$ cat src/rtl/proc_test_sequencer_pkg.sv
// Shared types for the multi-program run controller: FSM state encoding and slot indexing.
// Optional STALL_DETECT_EN (see proc_test_sequencer.sv) needs nothing from this package.
package proc_test_sequencer_pkg;

  typedef enum logic [2:0] {
    S_IDLE  = 3'd0,
    S_RST   = 3'd1,
    S_RUN   = 3'd2,
    S_CHECK = 3'd3,
    S_NEXT  = 3'd4,
    S_DONE  = 3'd5
  } state_e;

  localparam int SLOT_IDX_W = 4;
  localparam int MAX_SLOTS  = 16;

  function automatic logic [SLOT_IDX_W-1:0] slot_idx(input int i);
    return SLOT_IDX_W'(i);
  endfunction

endpackage

$ cat src/rtl/proc_test_sequencer_watchdog.sv
// cycle_watchdog: saturating run-cycle counter with a limit flag that fires in the cycle
// whose increment reaches WD_LIMIT, so the owner can leave on exactly WD_LIMIT cycles.
module cycle_watchdog #(
  parameter int unsigned WDW      = 16,
  parameter int unsigned WD_LIMIT = 16'hFF
) (
  input  logic           clk,
  input  logic           rst_n,
  input  logic           clear,
  input  logic           enable,
  output logic [WDW-1:0] count,
  output logic           expired
);

  localparam logic [WDW-1:0] LIM = WDW'(WD_LIMIT);

  logic [WDW-1:0] count_q, count_d;

  always_comb begin
    count_d = count_q;
    if (clear) begin
      count_d = '0;
    end else if (enable && (count_q != LIM)) begin
      count_d = count_q + WDW'(1);
    end
  end

  always_ff @(posedge clk or negedge rst_n) begin
    if (!rst_n) begin
      count_q <= '0;
    end else begin
      count_q <= count_d;
    end
  end

  assign count   = count_q;
  assign expired = enable && !clear && (count_d == LIM);

endmodule

$ cat src/rtl/proc_test_sequencer.sv
// Runs NPROG programs on the single-cycle core back to back, recording pass/timeout/cycles.
// Build option STALL_DETECT_EN: an unchanged PC for STALL_LIM RUN cycles ends the run as a timeout.
//
// state   | meaning
// S_IDLE  | after reset, core held in reset, waiting for start
// S_RST   | core reset low for RST_CYC cycles, start PC presented
// S_RUN   | core running, watchdog counting, waiting for final PC
// S_CHECK | compare writeback value, record cycle count
// S_NEXT  | core back in reset, advance slot or finish
// S_DONE  | results valid, waiting for next start
module proc_test_sequencer
  import proc_test_sequencer_pkg::*;
#(
  parameter int unsigned NPROG     = 4,
  parameter int unsigned AW        = 64,
  parameter int unsigned WDW       = 16,
  parameter int unsigned WD_LIMIT  = 16'hFF,
  parameter int unsigned RST_CYC   = 2,
  parameter int unsigned STALL_LIM = 8
) (
  input  logic                  CLK,
  input  logic                  resetl,
  input  logic                  start,
  input  logic [NPROG*AW-1:0]   prog_startpc,
  input  logic [NPROG*AW-1:0]   prog_finalpc,
  input  logic [NPROG*AW-1:0]   prog_expect,
  input  logic [AW-1:0]         currentpc,
  input  logic [AW-1:0]         MemtoRegOut,
  output logic                  cpu_resetl,
  output logic [AW-1:0]         cpu_startpc,
  output logic                  busy,
  output logic                  done,
  output logic [SLOT_IDX_W-1:0] cur_prog,
  output logic [NPROG-1:0]      pass_mask,
  output logic [NPROG-1:0]      timeout_mask,
  output logic [WDW-1:0]        last_cycles
);

  localparam int RCW = (RST_CYC > 1) ? $clog2(RST_CYC) : 1;
  localparam logic [RCW-1:0]        RST_LAST  = RCW'(RST_CYC - 1);
  localparam logic [SLOT_IDX_W-1:0] LAST_SLOT = SLOT_IDX_W'(NPROG - 1);

  state_e                  state_q, state_d;
  logic [SLOT_IDX_W-1:0]   cur_prog_q, cur_prog_d;
  logic [RCW-1:0]          rst_cnt_q, rst_cnt_d;
  logic                    cpu_resetl_q, cpu_resetl_d;
  logic [AW-1:0]           cpu_startpc_q, cpu_startpc_d;
  logic                    busy_q, busy_d;
  logic                    done_q, done_d;
  logic [NPROG-1:0]        pass_mask_q, pass_mask_d;
  logic [NPROG-1:0]        timeout_mask_q, timeout_mask_d;
  logic [WDW-1:0]          last_cycles_q, last_cycles_d;

  logic [NPROG-1:0]        slot_oh;
  logic [AW-1:0]           sel_finalpc, sel_expect, nxt_startpc;
  logic [SLOT_IDX_W-1:0]   nxt_prog;
  logic [WDW-1:0]          wd_count;
  logic                    wd_expired;
  logic                    run_complete;
  logic                    stall_hit;

  assign nxt_prog = cur_prog_q + SLOT_IDX_W'(1);

  always_comb begin
    slot_oh     = '0;
    sel_finalpc = '0;
    sel_expect  = '0;
    nxt_startpc = '0;
    for (int i = 0; i < int'(NPROG); i++) begin
      if (cur_prog_q == slot_idx(i)) begin
        slot_oh[i]  = 1'b1;
        sel_finalpc = prog_finalpc[i*AW +: AW];
        sel_expect  = prog_expect[i*AW +: AW];
      end
      if (nxt_prog == slot_idx(i)) begin
        nxt_startpc = prog_startpc[i*AW +: AW];
      end
    end
  end

  cycle_watchdog #(
    .WDW      (WDW),
    .WD_LIMIT (WD_LIMIT)
  ) u_watchdog (
    .clk     (CLK),
    .rst_n   (resetl),
    .clear   (state_q == S_RST),
    .enable  (state_q == S_RUN),
    .count   (wd_count),
    .expired (wd_expired)
  );

  assign run_complete = (currentpc >= sel_finalpc);

`ifdef STALL_DETECT_EN
  localparam int SCW = $clog2(STALL_LIM + 1);

  logic [AW-1:0]  prev_pc_q, prev_pc_d;
  logic [SCW-1:0] stall_cnt_q, stall_cnt_d;

  // Counts identical-PC RUN cycles including the current one; restarts at 1 on any change.
  always_comb begin
    prev_pc_d   = prev_pc_q;
    stall_cnt_d = '0;
    if (state_q == S_RUN) begin
      prev_pc_d = currentpc;
      if ((stall_cnt_q == '0) || (currentpc != prev_pc_q)) begin
        stall_cnt_d = SCW'(1);
      end else if (stall_cnt_q != SCW'(STALL_LIM)) begin
        stall_cnt_d = stall_cnt_q + SCW'(1);
      end else begin
        stall_cnt_d = stall_cnt_q;
      end
    end
  end

  always_ff @(posedge CLK or negedge resetl) begin
    if (!resetl) begin
      prev_pc_q   <= '0;
      stall_cnt_q <= '0;
    end else begin
      prev_pc_q   <= prev_pc_d;
      stall_cnt_q <= stall_cnt_d;
    end
  end

  assign stall_hit = (state_q == S_RUN) && (stall_cnt_d == SCW'(STALL_LIM));
`else
  logic unused_stall_lim;
  assign unused_stall_lim = ^32'(STALL_LIM);
  assign stall_hit        = 1'b0;
`endif

  always_comb begin
    state_d        = state_q;
    cur_prog_d     = cur_prog_q;
    rst_cnt_d      = rst_cnt_q;
    cpu_startpc_d  = cpu_startpc_q;
    pass_mask_d    = pass_mask_q;
    timeout_mask_d = timeout_mask_q;
    last_cycles_d  = last_cycles_q;

    case (state_q)
      S_IDLE, S_DONE: begin
        if (start) begin
          state_d        = S_RST;
          cur_prog_d     = '0;
          rst_cnt_d      = '0;
          cpu_startpc_d  = prog_startpc[AW-1:0];
          pass_mask_d    = '0;
          timeout_mask_d = '0;
        end
      end
      S_RST: begin
        if (rst_cnt_q == RST_LAST) begin
          state_d = S_RUN;
        end else begin
          rst_cnt_d = rst_cnt_q + RCW'(1);
        end
      end
      S_RUN: begin
        // Completion takes priority over a limit hit in the same cycle.
        if (run_complete) begin
          state_d = S_CHECK;
        end else if (wd_expired || stall_hit) begin
          state_d        = S_NEXT;
          timeout_mask_d = timeout_mask_q | slot_oh;
          pass_mask_d    = pass_mask_q & ~slot_oh;
          last_cycles_d  = wd_count + WDW'(1);
        end
      end
      S_CHECK: begin
        state_d       = S_NEXT;
        last_cycles_d = wd_count;
        if (MemtoRegOut == sel_expect) begin
          pass_mask_d = pass_mask_q | slot_oh;
        end else begin
          pass_mask_d = pass_mask_q & ~slot_oh;
        end
      end
      S_NEXT: begin
        if (cur_prog_q == LAST_SLOT) begin
          state_d = S_DONE;
        end else begin
          state_d       = S_RST;
          cur_prog_d    = nxt_prog;
          rst_cnt_d     = '0;
          cpu_startpc_d = nxt_startpc;
        end
      end
      default: state_d = S_IDLE;
    endcase

    cpu_resetl_d = (state_d == S_RUN) || (state_d == S_CHECK);
    busy_d       = (state_d == S_RST) || (state_d == S_RUN) ||
                   (state_d == S_CHECK) || (state_d == S_NEXT);
    done_d       = (state_d == S_DONE);
  end

  always_ff @(posedge CLK or negedge resetl) begin
    if (!resetl) begin
      state_q        <= S_IDLE;
      cur_prog_q     <= '0;
      rst_cnt_q      <= '0;
      cpu_resetl_q   <= 1'b0;
      cpu_startpc_q  <= '0;
      busy_q         <= 1'b0;
      done_q         <= 1'b0;
      pass_mask_q    <= '0;
      timeout_mask_q <= '0;
      last_cycles_q  <= '0;
    end else begin
      state_q        <= state_d;
      cur_prog_q     <= cur_prog_d;
      rst_cnt_q      <= rst_cnt_d;
      cpu_resetl_q   <= cpu_resetl_d;
      cpu_startpc_q  <= cpu_startpc_d;
      busy_q         <= busy_d;
      done_q         <= done_d;
      pass_mask_q    <= pass_mask_d;
      timeout_mask_q <= timeout_mask_d;
      last_cycles_q  <= last_cycles_d;
    end
  end

  assign cpu_resetl   = cpu_resetl_q;
  assign cpu_startpc  = cpu_startpc_q;
  assign busy         = busy_q;
  assign done         = done_q;
  assign cur_prog     = cur_prog_q;
  assign pass_mask    = pass_mask_q;
  assign timeout_mask = timeout_mask_q;
  assign last_cycles  = last_cycles_q;

endmodule
$ cat config.mk
export PLATFORM = sky130hd
export DESIGN_NAME = proc_test_sequencer
export DESIGN_NICKNAME = d
export VERILOG_FILES = /design/src/rtl/proc_test_sequencer_pkg.sv /design/src/rtl/proc_test_sequencer_watchdog.sv /design/src/rtl/proc_test_sequencer.sv
export SDC_FILE = /design/constraint.sdc
export NUM_CORES = 1
export LEC_CHECK = 0
export ABC_CLOCK_PERIOD_IN_PS = 8500
export BUFFER_PORTS_ARGS = -buffer_cell sky130_fd_sc_hd__buf_4
export CORE_AREA = 10 10 378 380
export CTS_CLUSTER_SIZE = 40
export DETAILED_ROUTE_END_ITERATION = 12
export DIE_AREA = 0 0 388 390
export PLACE_DENSITY = 0.37
export REMOVE_ABC_BUFFERS = 1
export SYNTH_ARGS = -nofsm -noshare
export SYNTH_HDL_FRONTEND = slang
export SYNTH_SLANG_ARGS = --single-unit
$ cat constraint.sdc
create_clock -name CLK -period 8.5 [get_ports CLK]
set_clock_uncertainty 0.2 [all_clocks]
set_input_delay 1.7 -clock CLK [delete_from_list [all_inputs] [get_ports CLK]]
set_output_delay 1.7 -clock CLK [all_outputs]
set_load 0.02 [all_outputs]
After elaboration in Yosys (flattened, before gate mapping)
Index checks and enable logic that the tools add are counted.
{"block": "totals", "reg_bits": 115, "in_bits": 899, "output_inout_bits": 95, "wordCells": 108}
{"block": "classes", "add_sub_neg": 3, "n_lt_le_gt_ge": 1, "eq_ne": 23, "n_mux": 44, "bitwise": 4, "reduce_logical": 22}
{"operator": "two-way mux 64 bit", "n": 14}
{"operator": "one-hot mux 64 bit (2 select lines)", "n": 1}
{"operator": "equality test 64 bit", "n": 1}
{"operator": ">= comparator 64 bit", "n": 1}
{"operator": "two-way mux 16 bit", "n": 4}
{"operator": "one-hot mux 16 bit (2 select lines)", "n": 1}
{"operator": "two-way mux 4 bit", "n": 7}
{"operator": "adder 16 x 1 -> 16 bit, second input constant", "n": 1}
{"operator": "equality test 16 x 8 -> 1 bit, second input constant", "n": 1}
{"operator": "equality test 4 x 2 -> 1 bit, second input constant", "n": 4}
{"operator": "!= test 16 x 8 -> 1 bit, second input constant", "n": 1}
{"operator": "one-hot mux 4 bit (2 select lines)", "n": 2}
{"operator": "two-way mux 3 bit", "n": 5}
{"operator": "one-hot mux 3 bit (5 select lines)", "n": 1}
{"operator": "equality test 3 x 2 -> 1 bit, second input constant", "n": 4}
{"operator": "equality test 3 bit, second input constant", "n": 4}
{"operator": "one-hot mux 4 bit (3 select lines)", "n": 1}
{"operator": "AND reduction 3 bit", "n": 3}
{"operator": "equality test 4 x 1 -> 1 bit, second input constant", "n": 2}
{"operator": "zero test 4 bit", "n": 2}
{"operator": "!= test 2 bit, second input constant", "n": 4}
{"operator": "OR 4 bit", "n": 2}
{"operator": "AND reduction 4 bit", "n": 2}
{"operator": "two-way mux 1 bit", "n": 7}
{"operator": "13 further kinds", "n": 22}

Logic depth before layout (Yosys ltp)
{"block": "depth", "word_depth": 13, "mapped_depth": 20, "mapped_depth_nobuf": 15}

Cells and area by module
From an unflattened synthesis, not the netlist that was laid out.
{"block": "unflattened", "cells_unflattened": 1751, "hier_area_um2": 13103.8}
{"mod": "proc_test_sequencer", "instances": 1, "cells_per_inst": 1625, "area_per_inst_um2": 12015.3, "seq_area_each_um2": 2477.4}
{"mod": "cycle_watchdog", "instances": 1, "cells_per_inst": 126, "area_per_inst_um2": 1088.5, "seq_area_each_um2": 400.4}

Least setup slack after synthesis
OpenSTA, ideal clock, no wires.
{"block": "synth_timing", "kind": "register to register", "from": "register cur_prog_q[1], in the netlist cur_prog[1]", "to": "register last_cycles_q[13], in the netlist last_cycles[13]", "setup_time_ps": 125, "t_arrival_ps": 4966, "required_ps": 8175, "slack_ps": 3209, "stages_incl_launch_ff": 21, "n_path_buf": 7, "period_less_slack_ps": 5291, "cell_sequence": "dfrtp_1 > ha_1 > clkbuf_1 > nor3b_1 > clkbuf_1 > clkbuf_1 > clkbuf_1 > clkbuf_1 > nor3_1 > a21oi_1 > ha_1 > a2111oi_0 > o21ai_0 > a221oi_1 > a21oi_1 > nor4_4 > nand4_4 > and2_4 > buf_6 > buf_6 > mux2_4"}
{"block": "synth_between", "elab_chain_cells": 8}
{"item": "start: declaration", "line": "proc_test_sequencer.sv:44", "source": "logic [SLOT_IDX_W-1:0] cur_prog_q, cur_prog_d;"}
{"item": "start signal: assignment", "line": "proc_test_sequencer.sv:214", "source": "cur_prog_q <= cur_prog_d;"}
{"item": "zero test 4 bit", "line": "proc_test_sequencer.sv:70", "source": "if (cur_prog_q == slot_idx(i)) begin"}
{"item": "two-way mux 64 bit (3 in series)", "line": "proc_test_sequencer.sv:70"}
{"item": "two-way mux 64 bit (*)", "line": "proc_test_sequencer.sv:70"}
{"item": ">= comparator 64 bit (*)", "line": "proc_test_sequencer.sv:93", "source": "assign run_complete = (currentpc >= sel_finalpc);"}
{"item": "!= test 2 bit (no source line) (*)"}
{"item": "AND reduction 3 bit (no source line) (*)"}
{"item": "end signal: assignment", "line": "proc_test_sequencer.sv:222", "source": "last_cycles_q <= last_cycles_d;"}
{"item": "end: declaration", "line": "proc_test_sequencer.sv:52", "source": "logic [WDW-1:0] last_cycles_q, last_cycles_d;"}
Every way passes the cells marked *; elsewhere a longest branch is shown, timed or not.
A chain may end at the register's enable or synchronous reset.

Worst setup path after layout
{"block": "layout_timing", "from": "register cur_prog_q[0], in the netlist cur_prog[0]", "to": "register last_cycles_q[10], in the netlist last_cycles[10]"}
The elaborated chain is that of the path after synthesis.

==> results by group <==
Setup path
  • Worst R2R Setup Slack: 2490 ps
  • Crit-path slowest cell: nor4_1
  • RR Endpoint: last_cycles[10]
  • Slowest stage delay, CP: 850 ps
  • Crit path kind: reg2reg
  • R2R Path Start: cur_prog[0]
  • CP Cell Sequence: inv_1 > ha_4 > or3b_4 > buf_4 > nor2_1 > nor3_1 > a21oi_1 > ha_1 > nand4_1 > nor4_1 > nand4_1 > a311oi_1 > nor4_4 > nand4_4 > and2_4 > mux2_2
  • Critical path's most frequent cell: nand4_1
  • Critical Path RT: 8640 ps
  • Type of origin of the critical path: register
  • FF-to-FF path depth: 16
  • CP endpoint kind: register
  • CP max FO: 35
  • Crit path DAT: 6150 ps

Timing
  • Worst slew pin tran: 1260 ps
  • Final WS setup: 2490 ps
  • Crit path time final: 6010 ps
  • Max-slew violations: 0
  • Unrepaired setup endpoints after global routing: no
  • Post-route clock period utilization: 70.8%
  • Relative slew slack: 13.5%
  • Setup violations, final: 0
  • Endpoints failing hold: 0
  • Max Freq: 0.166 GHz

CTS
  • CTS Hold Buffers Added: 0
  • Clk Latency, worst-skew pair: 460 ps
  • Worst-path clk slew: 70 ps
  • Clock buffers created by TritonCTS: 17
  • Max Buffers Root-to-Sink: 2
  • Clock sinks: 115
  • CTS tree: built
  • H-tree depth: 4
  • Root Buffer: clkbuf_16
  • Total setup buffers inserted after CTS: 0
  • Post-CTS sizing: 0

Hold path
  • Min-delay worst type: reg2reg
  • Hold endpoint: cpu_startpc[26]
  • Worst Hold Launch: cpu_startpc[26]
  • Worst hold stages: 2

Drt
  • First-pass DRT Iterations: 5
  • DRC violations left: 0
  • Initial DRC count: 1380
  • Post-DR wirelength/cell: 29.9 um
  • Routed Antenna Nets: 0
  • Vias: 20.7k
  • Drt total wl: 141 mm
  • Vias per inst: 4.40

Global routing
  • First-pass GRT wire length: 187 mm
  • Antenna violations before repair: 47
  • GRT Total Usage: 17.4%
  • Largest net degree at the start of global routing: 135
  • Vias in the first global route: 21.3k
  • Grt ovf: 0

Finish
  • Final instance area: 24400 sq um
  • Share of layout cells above drive strength 1: 37.8%
  • Commonest non-fill, non-tap cell in the layout: buf_4
  • Layout Cells excl Fill: 4700
  • Fin util: 18.1%
  • Fill cells: 15.6k
  • Synth-to-layout area growth: 69.6%
  • Most frequent cells in the layout: 1020 x buf_4, 226 x o21ai_0, 203 x nor2_1
  • Nets@finish: 3866

Power
  • Switching share of power: 53.9%
  • Leakage: 10.7 nW
  • Combinational group share of total power: 73.2%
  • Clock power share: 13.3%
  • Pwr per Cell Area: 267 nW/um^2
  • Reg power frac: 13.6%
  • Psw: 3.51 mW
  • Peak supply drop: 0.178 mV
  • Cell Int Power: 3.00 mW

Placement
  • Placement Cell Area: 23700 sq um
  • Port buffer count: 993
  • Placer congestion estimate: 0.927
  • HPWL Detailed: 118 mm
  • Place WS: 2220 ps
  • Inst Count DP: 4658

Logic synthesis
  • Synthesized area: 14400 sq um
  • Sequential element share of the synthesized area: 20.0%
  • Synthesis warning total: 0
  • Asr flop ratio synth: 100%
  • Average size of a mapped cell: 7.02 sq um
  • Synth Instances: 2047
  • EDFF count, synth: 0
  • Yosys reg bits: 115
  • Most common flop cell mapped by yosys: dfrtp_1
  • Unique masters post-synth: 79

Die
  • Core area: 135000 sq um
  • Io pins: 994
  • Die area: 151000 sq um
  • Starting Density: 10.6%
  • Die height: 390 um
  • Die Span X: 388 um
  • Core Rows: 135

Job
  • Max Cap Viol: 0

Run status
  • Outcome: completed
==> state kept, by name, summed over array words and instances (netlist names) <==
register / count
timeout_mask: 4
cpu_startpc: 64
u_watchdog.count: 16
cur_prog: 4
pass_mask: 4
cpu_resetl: 1
state_q: 3
busy: 1
rst_cnt_q: 1
last_cycles: 16
done: 1
==> worst max-delay path by stage <==
stage                           from               to  depth (start not counted)  slack (ps)
floorplan                cur_prog[1]  last_cycles[13]                         12       -5360
global placement    prog_finalpc[87]  last_cycles[14]                         13        2220
detailed placement  prog_finalpc[87]  last_cycles[14]                         13        2220
CTS                      cur_prog[0]  last_cycles[10]                         16        2340
global route             cur_prog[0]  last_cycles[10]                         16        1990
finish                   cur_prog[0]  last_cycles[10]                         16        2490
==> logic make-up (layout without fill, tap and decap cells) <==
logic type | count (synthesis) | count (layout) | synth area share (%)
mux | 26 | 26 | 1.94
simple gates | 680 | 680 | 23.4
xor+xnor | 26 | 26 | 1.59
buf+inv | 268 | 1130 | 7.25
flops | 115 | 115 | 20.0
fa+ha+maj | 71 | 71 | 6.18
compound gates | 861 | 861 | 39.6
other cells | 0 | 10 | 0
==> worst max-delay path: cells and delay by family (launching register included) <==
| family | cells | cell delay, ps |
|---|---|---|
| simple gates | 9 | 2900 |
| buf+inv | 2 | 680 |
| fa+ha+maj | 2 | 600 |
| compound gates | 2 | 540 |
| flops | 1 | 520 |
| mux | 1 | 360 |
==> synth_stat cells, drive strengths merged (40+ instances only) <==
cell | instances | area, sq um
a21oi | 174 | 871
nand2 | 178 | 668
nor2 | 205 | 769
a211oi | 140 | 1050
inv | 73 | 274
a221oi | 73 | 639
clkbuf | 173 | 649
dfrtp | 115 | 2880
o21ai | 228 | 1140
ha | 71 | 888
a22oi | 74 | 556
nand3b | 40 | 300
nor3 | 80 | 400
==> routing by layer <==
metal / part of all wire (%) / vias to the layer above / GRT usage, %
met3: 7.0 / 159 / 4.47
met2: 51 / 900 / 31.4
met5: 0.11 / - / 0
met4: 2.3 / 22 / 4.37
met1: 40 / 10137 / 20.4
li1: - / 9478 / -
==> area by class of cell <==
class,instances,area (sq um),share of cell area [%]
Antenna cell,10,25.0,0.103
Clock buffer,18,439,1.80
Clock inverter,14,224,0.919
Inverter,73,274,1.12
Multi-Input combinational cell,1664,10500,43.3
Sequential cell,115,2880,11.8
Tap cell,1781,2230,9.15
Timing Repair Buffer,1025,7750,31.8
==> power by group through the flow <==
stage	Combinational (mW)	Sequential, mW	Clock [mW]
3_3_place_gp	4.87	0.884	0
3_5_place_dp	4.86	0.883	0
2_1_floorplan	2.44	1.04	0
5_1_grt	5.24	0.906	0.899
4_1_cts	4.87	0.881	0.879
6_report	4.76	0.882	0.862
==> through the flow <==
stage / TNS, ps / hold slack, ps / power, mW
after floorplan: -152700 / 336 / 3.49
after global placement: 0 / 263 / 5.75
after detailed placement: 0 / 273 / 5.75
after CTS: 0 / 287 / 6.63
after global routing: 0 / 310 / 7.04
final: 0 / 282 / 6.51
(Power assumes the default switching activity.)
